<file path="src/rtl/ro_sched_n.sv">
// rtl/ro_sched_n.sv - gray-count slot scheduler driving one shared registered readout bus
module ro_sched_n #(
  parameter int N_CH       = 8,
  parameter int DATA_W     = 2,
  parameter int CNT_W      = 19,
  parameter int BIT_OFFSET = 0,
  parameter int CH_W       = (N_CH > 1) ? $clog2(N_CH) : 1
) (
  input  logic                     clk_master,
  input  logic                     rstb,
  input  logic                     en,
  input  logic                     latch_mode,
  input  logic [N_CH-1:0]          ch_mask,
  input  logic [N_CH*DATA_W-1:0]   ch_data,
  output logic [CNT_W-1:0]         gray_count,
  output logic                     ro_valid,
  output logic [CH_W-1:0]          ro_ch,
  output logic [DATA_W-1:0]        ro_data,
  output logic                     ro_frame
);

  localparam int KW = $clog2(CNT_W + 1);

  logic [CNT_W-1:0]  bin;
  logic [CNT_W-1:0]  bin_inc;
  logic [KW-1:0]     k;
  logic              found;
  logic [N_CH-1:0]   svc;
  logic              svc_any;
  logic [CH_W-1:0]   svc_ch;
  logic [DATA_W-1:0] svc_data;
  logic [DATA_W-1:0] acc     [N_CH];
  logic [DATA_W-1:0] acc_nxt [N_CH];

  assign bin_inc = bin + CNT_W'(1);

  // Index of the gray bit about to toggle = trailing ones of bin; MSB on wrap.
  always_comb begin
    k     = KW'(CNT_W - 1);
    found = 1'b0;
    for (int i = 0; i < CNT_W; i++) begin
      if (!found && !bin[i]) begin
        k     = KW'(i);
        found = 1'b1;
      end
    end
  end

  always_comb begin
    svc      = '0;
    svc_any  = 1'b0;
    svc_ch   = '0;
    svc_data = '0;
    for (int c = 0; c < N_CH; c++) begin
      svc[c] = en && ch_mask[c] && (int'(k) == c + BIT_OFFSET);
      // Serviced data leaves through the output word, so the accumulator restarts empty.
      acc_nxt[c] = (latch_mode && ch_mask[c] && !svc[c]) ?
                   (acc[c] | ch_data[c*DATA_W +: DATA_W]) : '0;
      if (svc[c]) begin
        svc_any  = 1'b1;
        svc_ch   = CH_W'(c);
        svc_data = latch_mode ? (acc[c] | ch_data[c*DATA_W +: DATA_W])
                              : ch_data[c*DATA_W +: DATA_W];
      end
    end
  end

  always_ff @(posedge clk_master or negedge rstb) begin
    if (!rstb) begin
      bin        <= '0;
      gray_count <= '0;
      ro_valid   <= 1'b0;
      ro_ch      <= '0;
      ro_data    <= '0;
      ro_frame   <= 1'b0;
      for (int c = 0; c < N_CH; c++) acc[c] <= '0;
    end else begin
      if (en) begin
        bin        <= bin_inc;
        gray_count <= bin_inc ^ (bin_inc >> 1);
      end
      ro_frame <= en && (&bin);
      ro_valid <= svc_any;
      ro_ch    <= svc_ch;
      ro_data  <= svc_data;
      for (int c = 0; c < N_CH; c++) acc[c] <= acc_nxt[c];
    end
  end

endmodule

</file>
<file path="config.mk">
export PLATFORM = sky130hd
export DESIGN_NAME = ro_sched_n
export DESIGN_NICKNAME = d
export VERILOG_FILES = /design/src/rtl/ro_sched_n.sv
export SDC_FILE = /design/constraint.sdc
export NUM_CORES = 1
export LEC_CHECK = 0
export CAP_MARGIN = 10
export CORE_UTILIZATION = 47
export CTS_BUF_LIST = sky130_fd_sc_hd__clkbuf_16
export CTS_CLUSTER_DIAMETER = 80
export DETAILED_ROUTE_END_ITERATION = 8
export GPL_TIMING_DRIVEN = 0
export PLACE_DENSITY = 0.67
export SYNTH_ARGS = -nofsm -noshare
export SYNTH_HDL_FRONTEND = slang
export SYNTH_SLANG_ARGS = --single-unit
</file>
<file path="constraint.sdc">
create_clock -name clk_master -period 3.49 [get_ports clk_master]
set_clock_uncertainty 0.2 [all_clocks]
set_input_delay 0.349 -clock clk_master [delete_from_list [all_inputs] [get_ports clk_master]]
set_output_delay 0.349 -clock clk_master [all_outputs]
set_load 0.005 [all_outputs]
</file>
# Word level (Yosys, flattened, before mapping)
# Cells that the tools add are included.
dict set report op_classes {
  n_mux 76
  n_reduce_logical 96
  eq_ne 7
  add_sub_neg 1
  bitwise 9
}
# operator n
set op_table {}
lappend op_table {{two-way mux 5 bit} 19}
lappend op_table {{logical AND 1 bit} 51}
lappend op_table {{two-way mux 2 bit} 24}
lappend op_table {{logical NOT 1 bit} 43}
lappend op_table {{two-way mux 1 bit} 27}
lappend op_table {{equality test 5 x 4 -> 1 bit, second input constant} 4}
lappend op_table {{adder 19 x 1 -> 19 bit, second input constant} 1}
lappend op_table {{AND reduction 19 bit} 1}
lappend op_table {{bitwise XOR 19 x 18 -> 19 bit} 1}
lappend op_table {{two-way mux 3 bit} 6}
lappend op_table {{bitwise OR 2 bit} 8}
lappend op_table {{equality test 5 x 3 -> 1 bit, second input constant} 2}
lappend op_table {{equality test 5 x 2 -> 1 bit, second input constant} 1}
lappend op_table {{logical NOT 5 bit} 1}
dict set report totals {
  output_inout_bits 26
  regBits 61
  input_bits 28
  elab_cells 203
}

# Depth between registers and ports, before layout
# Gate-level depths: netlist (run 1).
dict set report depth {
  word_depth 64
  mapped_depth 11
  mapped_depth_nobuf 10
}

# Worst setup path before layout (run 1)
# OpenSTA, ideal clock, no wires.
dict set report synth_path {
  path_kind {register to register}
  start {register bin[0]}
  end {register ro_data[0]}
  period_less_slack_ns 2.457
  path_buffers 1
  stages_incl_launch_ff 10
  setup_slack_ns 1.033
  t_arrival_ns 2.137
  setup_time_ns 0.120
  path_cell_list {dfrtp_1 > ha_1 > buf_2 > a31oi_1 > o32ai_2 > a31oi_4 > mux2_1 > nand2_1 > a21bo_1 > a41o_1}
}
dict set report synth_between {
  elab_chain_len 63
  word_cells_on_any_way 96
  classes_between {7 x eq/ne; 45 x mux; 44 x reduce/logical}
}
# element line
set synth_lines {}
lappend synth_lines {{start, declared} 24} ;# logic [CNT_W-1:0] bin;
lappend synth_lines {{start signal, assigned} 79} ;# bin <= bin_inc;
lappend synth_lines {{two-way mux 1 bit / logical AND 1 bit (equally long branches)} 42} ;# if (!found && !bin[i]) begin
lappend synth_lines {{two-way mux 1 bit} 42}
lappend synth_lines {{logical NOT 1 bit} 42}
lappend synth_lines {{logical AND 1 bit} 42}
lappend synth_lines {{two-way mux 1 bit} 42}
lappend synth_lines {{logical NOT 1 bit} 42}
lappend synth_lines {{logical AND 1 bit} 42}
lappend synth_lines {{two-way mux 1 bit} 42}
lappend synth_lines {{[... 42 more ...]} -}
lappend synth_lines {{logical NOT 1 bit} 42}
lappend synth_lines {{logical AND 1 bit} 42}
lappend synth_lines {{two-way mux 5 bit (*)} 42}
lappend synth_lines {{logical NOT 5 bit} 55} ;# svc[c] = en && ch_mask[c] && (int'(k) == c + BIT_OFFSET);
lappend synth_lines {{logical AND 1 bit} 55}
lappend synth_lines {{two-way mux 2 bit (7 in a row)} 59} ;# if (svc[c]) begin
lappend synth_lines {{two-way mux 2 bit (*)} 59}
lappend synth_lines {{net svc_data[0]} 31} ;# logic [DATA_W-1:0] svc_data;
lappend synth_lines {{end signal, assigned} 85} ;# ro_data <= svc_data;
lappend synth_lines {{end, declared} 18} ;# output logic [DATA_W-1:0] ro_data,
# Mark *: on every way through the listed nets, which the timed path passes. The rest lies on a longest branch.
# A chain may end at the register's enable or synchronous reset.

# Final worst setup path (run 1)
dict set report layout_path {
  start {register bin[0]}
  end {register ro_data[1]}
}
# The elaborated chain is that of the path after synthesis.

==> run metrics, run 1 <==
die height=88.4 um; WS Path Type=reg2reg; Synth Instances=374; f_max=343 MHz; Reg clk slew, reported paths=0.05 ns; Vias/cell=roughly 5.3; Final #Nets=470; Worst Tran Pin Value=0.614 ns; Routed Antenna Nets=0; gr ovfl total=0; P&R area growth vs syn=27.8%; cell repeated most along the worst path=a21oi_1; Cell Chain, Critical Path=ha_1 > buf_2 > nand2_1 > a31oi_1 > a21oi_1 > nor2_1 > a21oi_1 > nand3b_1 > o21ai_2 > a2bb2oi_1; total core area=7250 um2; post-synth cell types=between 50 and 60; Fin. Hold Viols=0; share of cells above drive strength 1=0.119; sequential-to-total area share from yosys stat=0.428; Ant. Diodes=0; num rows=31; Post-synth EDFFs=0; DR WL/cell=between 10 and 15 um; Starting Density=0.484; Area contributors post-synth=dfrtp_1 43%, xnor2_1 9.2%, a21oi_1 5.1%; Pre-Repair DR Iteration Count=4; internal power=1.94 mW; post-CTS sizing=0; Fillers=662; clock insertion delay at the later pin of the skew report=0.32 ns; clk sinks=60; worst setup margin=0.571 ns; Ys Warns=0; WP data required=3.53 ns; Post-Syn Area=3510 um2; routability congestion estimate=around 0.8; CTS H-tree depth=3; RSZ-0062 raised after global routing=false; clock share of power=0.325; GR Layer Usage met2=0.356; Crit path buffers/inverters=1; Logic pwr share=0.359; number of CTS-inserted buffers=9; HP Class=reg2reg; initial antenna violation count=0; Synth Register Bits=60; Sw Pwr=around 0.86 mW; Final HPWL DP=5800 um; vias in the first global route=2,934; sw frac=0.308; syn nets=405; post-layout minimum cycle time=2.92 ns; Yosys top cell area share=0.428; die area=around 7800 um2; final count of pins violating max slew=0; die width=88.4 um; DRC Markers=0; MaxCap Viol Count=0; GR peak layer=met2; I/O Buffers=52; status=complete, no violations; PwrDens=625 nW/um2; met3 Usage GRT=0.0504; dominant cell type by area after synthesis=dfrtp_1; GR Util met1=0.308; Setup crit end kind=register; Setup WS pre-CTS=between 0.5 and 0.6 ns; CP Max Fanout=9; root buf cell=clkbuf_16; Final Util=0.619; Rel. slew slack=0.591; Initial DRC Count=152; Peak supply drop=0.322 mV; Seq pwr share=0.316; CP max stage cell=dfrtp_1; all-layer global routing usage=0.227; ys flop type=dfrtp_1; period utilization=0.836; routed vias=2,904; first-pass GRT wire length=13,700 um; clk buf depth=2; largest net degree at the start of global routing=36; setup violators final=0; Critical Path Source Type=register; arrival time worst endpoint=2.96 ns; Syn Area/Cell=9.39 um2; WL final=7930 um; leakage=1.89 nW; async set-or-reset flop fraction in the synthesized netlist=1.00; TritonCTS clock tree=yes; CP max stage delay=~0.48 ns; CP top delay family=compound AO/OA/AOI/OAI gates; I/O pin total=54
worst reg2reg max path: cells and delay by family, from the launching register on:
| kind | cells | cell delay, ns |
|---|---|---|
| adder cells (fa/ha/maj) | 1 | 0.26 |
| flip-flops | 1 | 0.48 |
| buffers and inverters | 1 | 0.17 |
| AND/OR/NAND/NOR | 3 | 0.53 |
| AO/OA/AOI/OAI | 5 | 1.20 |
cell type report:
cell class / count / area (um2) / share of cell area
clock buffers: 9 / 225 / 0.0502
plain buffers: 31 / 169 / 0.0376
multi-input cells: 276 / 1820 / 0.404
flip-flops and latches: 60 / 1500 / 0.334
well taps: 99 / 124 / 0.0276
inverters: 7 / 26.3 / 0.00585
repair buffers: 54 / 546 / 0.122
clock inverters: 7 / 82.6 / 0.0184
per-stage QoR:
stage	power, mW	std cells	hold slack [ns]	area (um2)	setup TNS [ns]
6_report	2.81	543	0.274	4490	0
5_1_grt	2.98	543	0.300	4490	0
4_1_cts	2.83	543	0.278	4490	0
3_5_place_dp	1.91	526	0.215	4170	0
3_3_place_gp	1.88	525	0.261	4160	-7.36
2_1_floorplan	1.57	374	-0.147	3510	0
synth_stat cells (4+ instances only):
master	count
dfrtp_1	60
nor2_1	40
xnor2_1	37
a21oi_1	36
nand2_1	29
nand3_1	26
buf_2	12
xor2_1	11
clkbuf_1	8
inv_1	7
o21ai_0	7
and3_1	6
buf_4	6
o2111a_1	6
o21a_1	6
a21o_1	5
a31oi_1	4
o22ai_1	4
cells in the final DEF, fill, tap and decap left out, types with 4 or more instances in the layout:
cell type,netlist,final
a21o_1,5,5
a21oi_1,36,36
a31oi_1,4,4
and3_1,6,6
buf_2,12,13
buf_4,6,6
clkbuf_1,8,8
clkbuf_16,0,9
clkdlybuf4s50_1,0,51
dfrtp_1,60,60
inv_1,7,8
nand2_1,29,29
nand3_1,26,26
nor2_1,40,40
o2111a_1,6,6
o21a_1,6,6
o21ai_0,7,7
o22ai_1,4,4
xnor2_1,37,37
xor2_1,11,11
power by group through the flow:
stage               logic (mW)  registers (mW)  clock network [mW]
floorplan                0.672           0.894                   0
global placement         0.989           0.895                   0
global route              1.12           0.901               0.963
finish                    1.01           0.887               0.911
detailed placement        1.01           0.898                   0
CTS                       1.01           0.887               0.933
metal layers:
metal  routed length [um]  up-vias  share of wire
met2                 3780       72           0.48
met4                  108        0          0.014
met5                    0        -              0
met1                 3730     1380           0.47
met3                  312       10          0.039
li1                     -     1442              -
final timing paths:
check / start / slack (ns) / cells after the start / to
worst max-delay path: bin[0] / 0.57 / 10 / ro_data[1]
worst min-delay path: acc[11] / 0.27 / 1 / acc[11]
worst max register to register: bin[0] / 0.57 / 10 / ro_data[1]
worst min register to register: acc[11] / 0.27 / 1 / acc[11]
max in group asynchronous: rstb / 2.11 / 3 / ro_valid
min in group asynchronous: rstb / 0.37 / 2 / gray_count[6]
cells by family after synthesis:
family / Yosys count / synth area share
xor+xnor: 49 / 0.124
fa+ha+maj: 3 / 0.0107
mux: 3 / 0.00962
simple gates: 129 / 0.189
flops: 60 / 0.428
compound gates: 92 / 0.183
buf+inv: 38 / 0.0556
repair_timing:
action                    CTS  global route
hold buffers                1             0
buffers inserted            0             0
hold endpoints to repair   25             0
sequential cells by signal, summed over array words and instances, names as in the netlist:
signal and flops:
ro_frame 1, bin 18, ro_valid 1, gray_count 19, ro_data 2, ro_ch 3, acc 16
(Power assumes the default switching activity.)
==> run 2: changes to the inputs <==
- clock period: 3.49 -> 2.9 ns (I/O delays scaled with it)
==> run metrics, run 2 (same netlist as run 1, synthesis figures left out) <==
Initial DRC Count=153 (+0.66%); MaxCap Viol Count=0 (unchanged); WP data required=2.91 ns (-0.62 ns); R2R Path End=ro_data[0]; internal power=2.37 mW (+22%); sw frac=0.311 (+0.00258); number of CTS-inserted buffers=9 (unchanged); Cell Chain, Critical Path=ha_1 > nor3b_1 > o32ai_4 > a31oi_4 > mux2_1 > nand2_1 > a21bo_1 > a41o_1; final count of pins violating max slew=0 (unchanged); P&R area growth vs syn=29.3%; worst setup margin=0.144 ns (-0.427 ns); CP endpoint=ro_data[0]; routed vias=2,934 (+1.0%); all-layer global routing usage=0.227 (about the same); Logic pwr share=0.370 (+0.011); CP max stage cell=dfrtp_2; worst hold start=acc[11]; die area=7820 um2 (unchanged); post-layout minimum cycle time=2.76 ns (-0.163 ns); RSZ-0062 raised after global routing=false; Seq pwr share=0.311 (-0.005); I/O Buffers=52 (unchanged); Worst Tran Pin Value=0.616 ns (+0.00224 ns); R2R depth=8 (-2); root buf cell=clkbuf_16; R2R setup slack=0.14 ns (-0.43 ns); die width=88.4 um (unchanged); Hold Slack=0.274 ns (+0.0000640 ns); CP max stage delay=0.47 ns (about the same); TritonCTS clock tree=yes; Reg clk slew, reported paths=0.05 ns (about the same); Fin. Hold Viols=0 (unchanged); largest net degree at the start of global routing=36 (unchanged); HP Class=reg2reg; gr ovfl total=0 (unchanged); max reg flops=19 (unchanged); commonest non-fill, non-tap cell in the layout=dfrtp_1; PwrDens=757 nW/um2 (+21%); initial antenna violation count=0 (unchanged); CP top delay family=compound AO/OA/AOI/OAI gates; WS Path Type=reg2reg; arrival time worst endpoint=2.76 ns (-0.20 ns); clk sinks=60 (unchanged); vias in the first global route=2,932 (-0.068%); CP Depth=8 (-2); total core area=7250 um2 (unchanged); num rows=31 (unchanged); Final #Nets=471 (+0.21%); clock share of power=0.319 (-0.006); post-route setup TNS=0 ns (unchanged); CTS H-tree depth=3 (unchanged); f_max=363 MHz (+5.9%); WL final=8070 um (+1.8%); most frequent cells in the layout=59 x dfrtp_1, 51 x clkdlybuf4s50_1, 40 x nor2_1, 37 x xnor2_1, 35 x a21oi_1; CP Max Fanout=6 (-3); Starting Density=0.484 (unchanged); period utilization=0.950 (+0.114); Ant. Diodes=0 (unchanged); Final HPWL DP=5800 um (unchanged); setup violators final=0 (unchanged); routability congestion estimate=0.793 (unchanged); clk buf depth=2 (unchanged); DRC Markers=0 (unchanged); Critical path origin=bin[0]; register area=1500 um2 (about the same); first-pass GRT wire length=13,700 um (about the same); Pre-Repair DR Iteration Count=4 (unchanged); Crit path buffers/inverters=0 (-1); DR WL/cell=14.8 um (+1.6%); Fillers=656 (-0.91%); I/O pin total=54 (unchanged); leakage=1.92 nW (+1.2%); status=complete, no violations; share of cells above drive strength 1=0.133 (+0.0132); Peak supply drop=0.388 mV (+21%); Routed Antenna Nets=0 (unchanged); largest register by flop count=gray_count; Setup crit end kind=register; die height=88.4 um (unchanged); Critical Path Source Type=register; clock insertion delay at the later pin of the skew report=0.32 ns (about the same); reg-to-reg startpoint=bin[0]; biggest regs=gray_count (19), bin (18), acc (16); Vias/cell=5.39 (+0.85%); Setup WS pre-CTS=0.0167 ns (-0.575 ns); Rel. slew slack=0.589 (-0.00150); Sw Pwr=1.07 mW (+24%); multi-input logic area=1860 um2 (+2.5%)
## run 2: metrics by stage
step                utilization  instance area [um2]  total power [mW]  instances
floorplan                     -                 3510              1.88        374
global placement          0.573                 4160              2.27        525
detailed placement        0.575                 4170              2.29        526
CTS                       0.619                 4490              3.42        543
global route              0.626                 4540              3.65        544
finish                    0.626                 4540              3.44        544
## run 2: metal layers
| layer | vias to the layer above | global-route usage | share of wire |
|---|---|---|---|
| met4 | 0 | 0.0806 | 0.016 |
| met3 | 12 | 0.0504 | 0.040 |
| met1 | 1398 | 0.309 | 0.46 |
| met5 | - | 0 | 0 |
| li1 | 1450 | - | - |
| met2 | 74 | 0.356 | 0.48 |
## run 2: worst min path at each step
stage	slack (ns)	endpoint	depth (start not counted)
2_1_floorplan	-0.21	acc[0]	0
3_3_place_gp	0.26	acc[13]	1
3_5_place_dp	0.16	gray_count[7]	1
4_1_cts	0.28	acc[11]	1
5_1_grt	0.30	acc[13]	1
6_report	0.27	acc[11]	1
## run 2: worst register-to-register path, stage by stage, from the launching register on
cell	delay, ns
dfrtp_2	0.47
ha_1	0.27
nor3b_1	0.34
o32ai_4	0.19
a31oi_4	0.26
mux2_1	0.35
nand2_1	0.13
a21bo_1	0.23
a41o_1	0.22
## run 2: power groups by stage
stage          clock (mW)  combinational (mW)  sequential, mW
3_3_place_gp            0                1.19            1.08
3_5_place_dp            0                1.21            1.08
2_1_floorplan           0               0.809            1.08
4_1_cts              1.12                1.23            1.07
5_1_grt              1.16                1.41            1.09
6_report             1.10                1.27            1.07
## run 2: final cells by class
| cell class | instances | area share |
|---|---|---|
| Buffer | 30 | 0.0369 |
| Clock buffer | 9 | 0.0496 |
| Clock inverter | 7 | 0.0182 |
| Inverter | 7 | 0.00579 |
| Multi-Input combinational cell | 277 | 0.410 |
| Sequential cell | 60 | 0.331 |
| Tap cell | 99 | 0.0273 |
| Timing Repair Buffer | 55 | 0.122 |
## run 2: repair_timing
item / CTS / global route
resized for setup: 1 / 6
endpoints found under the hold margin: 25 / 0
hold buffers: 1 / 0
endpoints found under the setup margin: 1 / 4
gates cloned: 0 / 1
pin swaps: 0 / 2
setup buffers: 0 / 1
==> run 3: changes to the inputs <==
- PLACE_DENSITY: 0.67 -> unset
- PLACE_DENSITY_LB_ADDON: unset -> 0.05
==> run metrics, run 3 (same netlist as run 1, synthesis figures left out) <==
Cell Chain, Critical Path=ha_1 > buf_2 > nand3_2 > o32ai_2 > a31oi_4 > buf_4 > a2111oi_0 > o21ai_0 > a41o_1; WL final=7940 um (-1.6%); die height=88.4 um (unchanged); Worst Hold Path EP=acc[11]; Rel. slew slack=0.555 (-0.0345); largest register by flop count=gray_count; WS Path Type=reg2reg; hold path depth=1 (unchanged); status=complete, no violations; CP max stage delay=0.46 ns (about the same); f_max=365 MHz (+0.49%); met3 Usage GRT=0.0532 (+0.00280); leakage=1.90 nW (-0.56%); Peak supply drop=0.515 mV (+33%); die width=88.4 um (unchanged); routed vias=2,915 (-0.65%); clk sinks=60 (unchanged); Fillers=665 (+1.4%); Worst Tran Pin Value=0.668 ns (+0.0517 ns); RSZ-0062 raised after global routing=false; die area=7820 um2 (unchanged); Initial DRC Count=163 (+6.5%); WP data required=2.91 ns (about the same); period utilization=0.946 (-0.00461); HP Class=reg2reg; GR Util met1=0.317 (+0.00815); commonest non-fill, non-tap cell in the layout=dfrtp_1; Final Util=0.618 (-0.00776); P&R area growth vs syn=27.7%; DRC Markers=0 (unchanged); max reg flops=19 (unchanged); Routed Antenna Nets=0 (unchanged); CTS H-tree depth=3 (unchanged); Reg clk slew, reported paths=0.05 ns (about the same); Finished Cell Area=4490 um2 (-1.2%); R2R Path End=ro_data[0]; Final HPWL DP=5790 um (-0.20%); Hold Slack=0.276 ns (+0.00139 ns); I/O Buffers=52 (unchanged); R2R setup slack=0.16 ns (about the same); setup violators final=0 (unchanged); Setup crit end kind=register; Critical Path Source Type=register; all-layer global routing usage=0.228 (+0.00100); first-pass GRT wire length=13,600 um (-0.55%); most frequent cells in the layout=60 x dfrtp_1, 51 x clkdlybuf4s50_1, 40 x nor2_1, 37 x xnor2_1, 35 x a21oi_1; DP Area=4170 um2 (unchanged); Vias/cell=5.37 (-0.46%); PwrDens=738 nW/um2 (-2.5%); clk buf depth=2 (unchanged); post-layout minimum cycle time=2.74 ns (-0.0134 ns); initial antenna violation count=0 (unchanged); clock insertion delay at the later pin of the skew report=0.33 ns (about the same); TritonCTS clock tree=yes; worst hold start=acc[11]; routability congestion estimate=0.829 (+4.6%); Fin. Hold Viols=0 (unchanged); reg-to-reg startpoint=bin[0]; final count of pins violating max slew=0 (unchanged); I/O pin total=54 (unchanged); biggest regs=gray_count (19), bin (18), acc (16); total power=3.31 mW (-3.7%); total core area=7250 um2 (unchanged); share of cells above drive strength 1=0.124 (-0.00871); R2R depth=9 (+1); gr ovfl total=0 (unchanged); largest net degree at the start of global routing=34 (-5.6%); CP Max Fanout=9 (+3); Starting Density=0.484 (unchanged); root buf cell=clkbuf_16; Pre-Repair DR Iteration Count=4 (unchanged); Final #Nets=472 (+0.21%); MaxCap Viol Count=0 (unchanged); num rows=31 (unchanged); GR peak layer=met2; CP max stage cell=dfrtp_1; arrival time worst endpoint=2.75 ns (about the same); number of CTS-inserted buffers=9 (unchanged); GR Layer Usage met2=0.354 (-0.00210); DR WL/cell=14.6 um (-1.4%); vias in the first global route=2,815 (-4.0%); Ant. Diodes=0 (unchanged)
[run 3: metrics by stage]
stage | std cells | setup TNS, ns | setup WS (ns)
CTS | 541 | 0 | 0.0606
floorplan | 374 | 0 | 0.443
finish | 543 | 0 | 0.157
global route | 543 | 0 | 0.0149
global placement | 525 | -40.45 | -0.677
detailed placement | 526 | 0 | 0.0573
[run 3: worst max-delay path, delay by kind of cell, from the launching register on]
kind | cells | cell delay (ns)
simple gates | 1 | 0.11
buf+inv | 2 | 0.38
fa+ha+maj | 1 | 0.17
flops | 1 | 0.46
compound gates | 5 | 1.30
[run 3: metal layers]
layer,vias up,part of all wire
li1,1440,-
met1,1406,0.48
met2,62,0.47
met3,7,0.036
met4,0,0.012
met5,-,0
[run 3: worst max-delay path by stage]
stage	start	endpoint	slack, ns	depth (start not counted)
finish	bin[0]	ro_data[0]	0.16	9
global route	bin[0]	ro_data[0]	0.01	9
CTS	bin[15]	ro_data[0]	0.06	9
detailed placement	en	ro_data[0]	0.06	7
global placement	rstb	ro_data[0]	-0.68	1
floorplan	bin[0]	ro_data[0]	0.44	9
[run 3: what timing repair did]
| item | 4_1_cts | 5_1_grt |
|---|---|---|
| endpoints found under the setup margin | 0 | 4 |
| hold buffers | 1 | 0 |
| resized for setup | 0 | 3 |
| endpoints found under the hold margin | 27 | 0 |
| buffers inserted | 0 | 2 |
[run 3: layout make-up]
type / count / area, um2 / share of cell area
Multi-Input combinational cell: 276 / 1830 / 0.408
Sequential cell: 60 / 1500 / 0.335
Timing Repair Buffer: 56 / 561 / 0.125
Tap cell: 99 / 124 / 0.0276
Clock inverter: 5 / 47.5 / 0.0106
Buffer: 31 / 169 / 0.0377
Inverter: 7 / 26.3 / 0.00586
Clock buffer: 9 / 225 / 0.0502
[run 3: where the power goes]
part | switching, mW | internal [mW]
logic | 0.614 | 0.634
clock network | 0.355 | 0.644
registers | 0.0768 | 0.986
